<file path="src/rtl/video_in_pkg.sv">
// Shared video_in definitions: frame geometry defaults,
// store FSM states and the packed 4-pixel FIFO word.
package video_in_pkg;

    localparam int WIDTH_DEF       = 640;
    localparam int HEIGHT_DEF      = 480;
    localparam int WORDS_PER_FRAME = WIDTH_DEF * HEIGHT_DEF / 4;
    localparam int WCNT_W          = 17;

    typedef enum logic [1:0] {
        IDLE,
        WAIT_DATA,
        BURST,
        END_FRAME
    } store_state_t;

    typedef union packed {
        logic [31:0]     word;
        logic [3:0][7:0] pix;
    } pix_word_u;

endpackage

</file>
<file path="src/rtl/video_in_addr_gen.sv">
// Frame-buffer address generator: base select, +4 per word,
// word counter and last-word flag.
// Ports: load (frame start), adv (word accepted), toggle
// (frame end), base0/base1 in; adr, last_word, buf_idx out.
// Build option: VIDEO_IN_STORE_DOUBLE_BUF_EN enables base1.
module video_in_addr_gen
    import video_in_pkg::*;
#(
    parameter int p_WORDS = WORDS_PER_FRAME
) (
    input  logic        clk,
    input  logic        nRST,
    input  logic        load,
    input  logic        adv,
    input  logic        toggle,
    input  logic [31:0] base0,
    input  logic [31:0] base1,
    output logic [31:0] adr,
    output logic        last_word,
    output logic        buf_idx
);

    logic [WCNT_W-1:0] word_cnt;
    logic              nxt_idx;
    logic [31:0]       base_sel;

`ifdef VIDEO_IN_STORE_DOUBLE_BUF_EN
    // A reload in the END_FRAME cycle must use the toggled index.
    assign nxt_idx  = buf_idx ^ toggle;
    assign base_sel = nxt_idx ? base1 : base0;
`else
    logic unused_dbuf;
    assign unused_dbuf = ^{base1, toggle};
    assign nxt_idx     = 1'b0;
    assign base_sel    = base0;
`endif

    assign last_word = (word_cnt == WCNT_W'(p_WORDS - 1));

    always_ff @(posedge clk or negedge nRST) begin
        if (!nRST) begin
            adr      <= '0;
            word_cnt <= '0;
            buf_idx  <= 1'b0;
        end else begin
            buf_idx <= nxt_idx;
            if (load) begin
                adr      <= base_sel;
                word_cnt <= '0;
            end else if (adv) begin
                adr      <= adr + 32'd4;
                word_cnt <= word_cnt + WCNT_W'(1);
            end
        end
    end

endmodule

</file>
<file path="src/rtl/video_in_store.sv">
// video_in write side: drains the pixel FIFO into frame buffers
// with fixed-length Wishbone write bursts, pulses frame_done.
// Ports: clk/nRST, enable, base0/base1, FIFO (level/empty/data/rd),
// Wishbone master (cyc/stb/we/sel/adr/dat/ack), frame_done/done_buf.
// Build option: VIDEO_IN_STORE_DOUBLE_BUF_EN (ping-pong buffers).
module video_in_store
    import video_in_pkg::*;
#(
    parameter int p_WIDTH  = WIDTH_DEF,
    parameter int p_HEIGHT = HEIGHT_DEF,
    parameter int p_BURST  = 8,
    parameter int p_LVL_W  = 7
) (
    input  logic               clk,
    input  logic               nRST,
    input  logic               enable,
    input  logic [31:0]        base0,
    input  logic [31:0]        base1,
    input  logic [p_LVL_W-1:0] fifo_level,
    input  logic               fifo_empty,
    input  logic [31:0]        fifo_data,
    output logic               fifo_rd,
    output logic               wb_cyc_o,
    output logic               wb_stb_o,
    output logic               wb_we_o,
    output logic [3:0]         wb_sel_o,
    output logic [31:0]        wb_adr_o,
    output logic [31:0]        wb_dat_o,
    input  logic               wb_ack_i,
    output logic               frame_done,
    output logic               done_buf
);

    localparam int N_WORDS = p_WIDTH * p_HEIGHT / 4;
    localparam int BW      = (p_BURST > 1) ? $clog2(p_BURST) : 1;

    store_state_t  state, state_nxt;
    logic          lvl_ok;
    logic          ack_ok;
    logic          load;
    logic          toggle;
    logic          last_word;
    logic          buf_idx;
    logic          burst_last;
    logic [BW-1:0] burst_cnt;
    pix_word_u     head;

    // Bus outputs decode straight from the state flop, so reset
    // drops cyc/stb without waiting for a clock.
    assign wb_cyc_o   = (state == BURST);
    assign wb_stb_o   = (state == BURST);
    assign wb_we_o    = (state == BURST);
    assign wb_sel_o   = 4'hF;
    assign head       = fifo_data;
    assign wb_dat_o   = head.word;
    assign frame_done = (state == END_FRAME);

    // An ack against an empty FIFO is not a transfer.
    assign ack_ok     = wb_stb_o & wb_ack_i & ~fifo_empty;
    assign fifo_rd    = ack_ok;
    assign burst_last = (burst_cnt == BW'(p_BURST - 1));

`ifdef VIDEO_IN_STORE_DOUBLE_BUF_EN
    assign done_buf = frame_done & buf_idx;
`else
    logic unused_idx;
    assign unused_idx = buf_idx;
    assign done_buf   = 1'b0;
`endif

    video_in_addr_gen #(
        .p_WORDS (N_WORDS)
    ) u_addr_gen (
        .clk       (clk),
        .nRST      (nRST),
        .load      (load),
        .adv       (ack_ok),
        .toggle    (toggle),
        .base0     (base0),
        .base1     (base1),
        .adr       (wb_adr_o),
        .last_word (last_word),
        .buf_idx   (buf_idx)
    );

    always_comb begin
        state_nxt = state;
        load      = 1'b0;
        toggle    = 1'b0;
        unique case (state)
            IDLE: begin
                if (enable) begin
                    load      = 1'b1;
                    state_nxt = WAIT_DATA;
                end
            end
            WAIT_DATA: begin
                if (lvl_ok) state_nxt = BURST;
            end
            BURST: begin
                if (ack_ok && burst_last)
                    state_nxt = last_word ? END_FRAME : WAIT_DATA;
            end
            END_FRAME: begin
                toggle = 1'b1;
                if (enable) begin
                    load      = 1'b1;
                    state_nxt = WAIT_DATA;
                end else begin
                    state_nxt = IDLE;
                end
            end
            default: state_nxt = IDLE;
        endcase
    end

    // lvl_ok only samples while waiting, so the stale level seen
    // during a burst can never launch a short one.
    always_ff @(posedge clk or negedge nRST) begin
        if (!nRST) begin
            state     <= IDLE;
            lvl_ok    <= 1'b0;
            burst_cnt <= '0;
        end else begin
            state  <= state_nxt;
            lvl_ok <= (state == WAIT_DATA) &&
                      (fifo_level >= p_LVL_W'(p_BURST));
            if (load)
                burst_cnt <= '0;
            else if (ack_ok)
                burst_cnt <= burst_cnt + BW'(1);
        end
    end

`ifndef SYNTHESIS
    a_no_empty_in_burst: assert property (
        @(posedge clk) disable iff (!nRST)
        !(wb_stb_o && fifo_empty)
    ) else $error("video_in_store: FIFO empty during burst");
`endif

endmodule

</file>
<file path="config.mk">
export PLATFORM = sky130hd
export DESIGN_NAME = video_in_store
export DESIGN_NICKNAME = d
export VERILOG_FILES = /design/src/rtl/video_in_pkg.sv /design/src/rtl/video_in_addr_gen.sv /design/src/rtl/video_in_store.sv
export SDC_FILE = /design/constraint.sdc
export NUM_CORES = 1
export LEC_CHECK = 0
export ABC_AREA = 1
export CORE_AREA = 2 2 102 104
export CTS_CLUSTER_DIAMETER = 30
export DETAILED_ROUTE_END_ITERATION = 12
export DIE_AREA = 0 0 104 106
export PLACE_DENSITY = 0.91
export SLEW_MARGIN = 15
export SYNTH_ARGS = -nofsm -noshare
export SYNTH_HDL_FRONTEND = slang
export SYNTH_SLANG_ARGS = --single-unit
export TNS_END_PERCENT = 30
</file>
<file path="constraint.sdc">
create_clock -name clk -period 1.8 [get_ports clk]
set_input_delay 0.36 -clock clk [delete_from_list [all_inputs] [get_ports clk]]
set_output_delay 0.36 -clock clk [all_outputs]
set_load 0.05 [all_outputs]
</file>
==> flow_summary.yaml, run 1 <==
flow_run:
  maxCapViolations: 0
synth:
  synthesis.area_um2: 4200
  synth_cells: 636
  ys_warn_count: 0
  synth-seq-cells: 55
  ys.flop_type: "dfrtp_1"
  ys_seq_area_share_pct: 32.77
  avgSynthCellArea_um2: 6.604
  synth_edf_count: 0
  netlist_top_cells_count: "nand2_1, nor2_1, inv_1"
  synth.most_common_cell: "nand2_1"
  yosys-top-cells-area: "dfrtp_1, nand2_1, buf_4"
  synth_cell_types: 36
  async_reset_ff_share_pct: 100.0
  synth_top_area_share_pct: 32.77
  synth_top_area_cell: "dfrtp_1"
cells_and_area:
  syn_to_final_growth_pct: 22.85
  fin_nets: 818
  post-route-util_pct: 51.60
  drive_gt1_share_pct: 16.38
  antenna_cells: 0
floorplan:
  die_width_um: 104
  die_y_um: 106
  num_rows: 37
  core_area_um2: 10000
  start_util_pct: 42.00
  ios: 182
  dieArea_um2: 11020
sta:
  report.final.slew_viol_count: 0
  period_share_pct: 97.55
  finalSetupViolCount: 0
  fmax_mhz: 569.5
  layout_min_cycle_time_ps: 1756
  setup_tns_ps: 0
  fin_worst_skew_ps: 18.61
  finalHoldViolCount: 0
critical_path:
  cpLargestDelayFamily: "flip-flops"
  cp-startpoint: "state[1]"
  crit_buf_inv: 3
  cp.required_ps: 1440
  worstSetupEndpoint: "fifo_rd"
  endpoint_kind: "output port"
  crit_slowest_cell: "dfrtp_1"
  regToRegSetupSlack_ps: 60
  r2r-end: "u_addr_gen.adr[15]"
  worst-path-max-fanout: 3
  cp_num_cells: 6
  crit_path_start_kind: "flip-flop"
  arrival_ps: 1400
  slowest_delay_ps: 410
  reg2regPathDepth: 11
  path_common_cell: "buf_6"
  worst-setup-path-type: "flip-flop to output port"
  crit_chain: "buf_6 -> ha_4 -> nand2_2 -> nor2_4 -> buf_6 -> buf_12"
  crit-reg2reg-launch: "state[1]"
worst_hold_path:
  hold_path_class: "input pin to async pin"
detailed_routing:
  vias: 4178
  via_per_inst: 4.986
  drt_pre_antenna_iters: 5
  wirelength_um: 10920
  ant_nets: 0
  drt_iter0_markers: 226
  drcViolationCount: 0
  drt-wirelength-per-cell_um: 13.03
global_routing:
  grt_util_all_layers_pct: 20.18
  grt_max_degree: 56
  grt-ovfl-total: 0
  grt_pass1_vias: 4026
  grt_pass1_wl_um: 18540
  antenna_found_initial: 0
clocking:
  cts.sinks: 55
  cts_buffers: 5
  root_buffer: "clkbuf_8"
  htree_levels: 2
  clk_latency_ps: 320
  path_clk_slew_ps: 110
  cts_tree: "done"
  clk_path_buf_depth: 2
power_and_ir_drop:
  vdd_drop_max_uv: 687.8
  power.total_mw: 8.538
  seq_power_share_pct: 26.7
  pwr-share-comb_pct: 64.6
  power_per_cell_area_nw_per_um2: 1655
  p_sw_share_pct: 53.94
  power_switching_mw: 4.606
  clkPwrFrac_pct: 8.7
  internal_power_mw: 3.933
  p_leak_nw: 2.490
placed_design:
  gp_congestion: 0.9245
  hpwlAfterDp_um: 8241
  io_buffers: 77
outcome:
  status: "complete, no violations"
==> metrics by stage <==
step,hold slack [ps],std cells,worst slack (ps),instance area (µm²)
final,23.08,838,44.08,5160
after CTS,38.39,836,6.263,5129
after floorplan,64.41,639,15.43,4227
after detailed placement,385.3,826,-173.7,5007
after global routing,50.83,838,-3.576,5160
after global placement,385.2,826,-69.46,5007
==> layer usage <==
layer	GRT usage (%)	wire [µm]	up-vias
met4	6.757	309	0
li1	-	-	2093
met3	3.863	660	24
met1	24.81	4649	1907
met5	0	0	-
met2	35.57	5303	154
==> cells by family (layout without fill, tap and decap cells) <==
kind of cell | after synthesis | count (layout) | share of synthesized area (%)
other | 2 | 5 | 0.1788
buffers and inverters | 124 | 187 | 15.64
and+or+nand+nor | 377 | 377 | 39.59
AOI/OAI and AO/OA | 66 | 66 | 8.519
adders and majority gates | 9 | 9 | 2.681
xor gates and xnor gates | 3 | 3 | 0.6257
DFF | 55 | 55 | 32.77
==> layout make-up <==
cell class	instances	area, µm²
Clock inverter	1	8.758
Sequential cell	55	1376
Timing Repair Buffer	112	1060
Multi-Input combinational cell	460	2205
Clock buffer	7	86.33
Tap cell	136	170.2
Fill cell	964	4840
Inverter	67	254.0
==> power groups by stage <==
stage | Clock, mW | Combinational (mW) | Sequential, mW
4_1_cts | 0.765 | 5.47 | 2.26
6_report | 0.745 | 5.51 | 2.28
2_1_floorplan | 0 | 2.80 | 3.28
3_5_place_dp | 0 | 5.40 | 2.28
3_3_place_gp | 0 | 5.29 | 2.27
5_1_grt | 0.833 | 6.04 | 2.35
==> state kept, by name (all words and copies together), names as in the netlist <==
register	flops
burst_cnt	3
lvl_ok	1
state	2
u_addr_gen.adr	32
u_addr_gen.word_cnt	17
==> how the worst min path moves through the flow <==
stage	end	slack, ps	cells after the start
4_1_cts	u_addr_gen.word_cnt[4]	40	2
2_1_floorplan	burst_cnt[0]	60	0
3_5_place_dp	u_addr_gen.adr[0]	390	2
3_3_place_gp	u_addr_gen.adr[1]	390	2
6_report	u_addr_gen.adr[14]	20	2
5_1_grt	u_addr_gen.adr[8]	50	2
==> cell usage in the layout (no fill, tap or decap), types with 10 or more instances in the layout <==
cell,instances
nand3_1,53
a21oi_1,15
clkdlybuf4s50_1,39
buf_4,60
nor2_1,75
dfrtp_1,55
nand4_1,10
inv_1,62
o21ai_0,35
nand2_1,198
nor3_1,10
==> timing repair <==
item | in CTS | in global routing
setup buffers | 2 | 2
hold buffers | 0 | 0
gates resized for setup | 4 | 6
setup endpoints to repair | 10 | 14
pin swaps | 1 | 3
(Power assumes the default switching activity.)
==> run 2, diff against run 1 <==
Settings changed: GPL_ROUTABILITY_DRIVEN from default to 0.
==> results of run 2 <==
No change in the layout: final DEF, timing and power equal those of run 1.
==> run 3, diff against run 2 <==
Settings changed: CAP_MARGIN from default to 40.
==> results of run 3 <==
No change in the layout: final DEF, timing and power equal those of run 1.
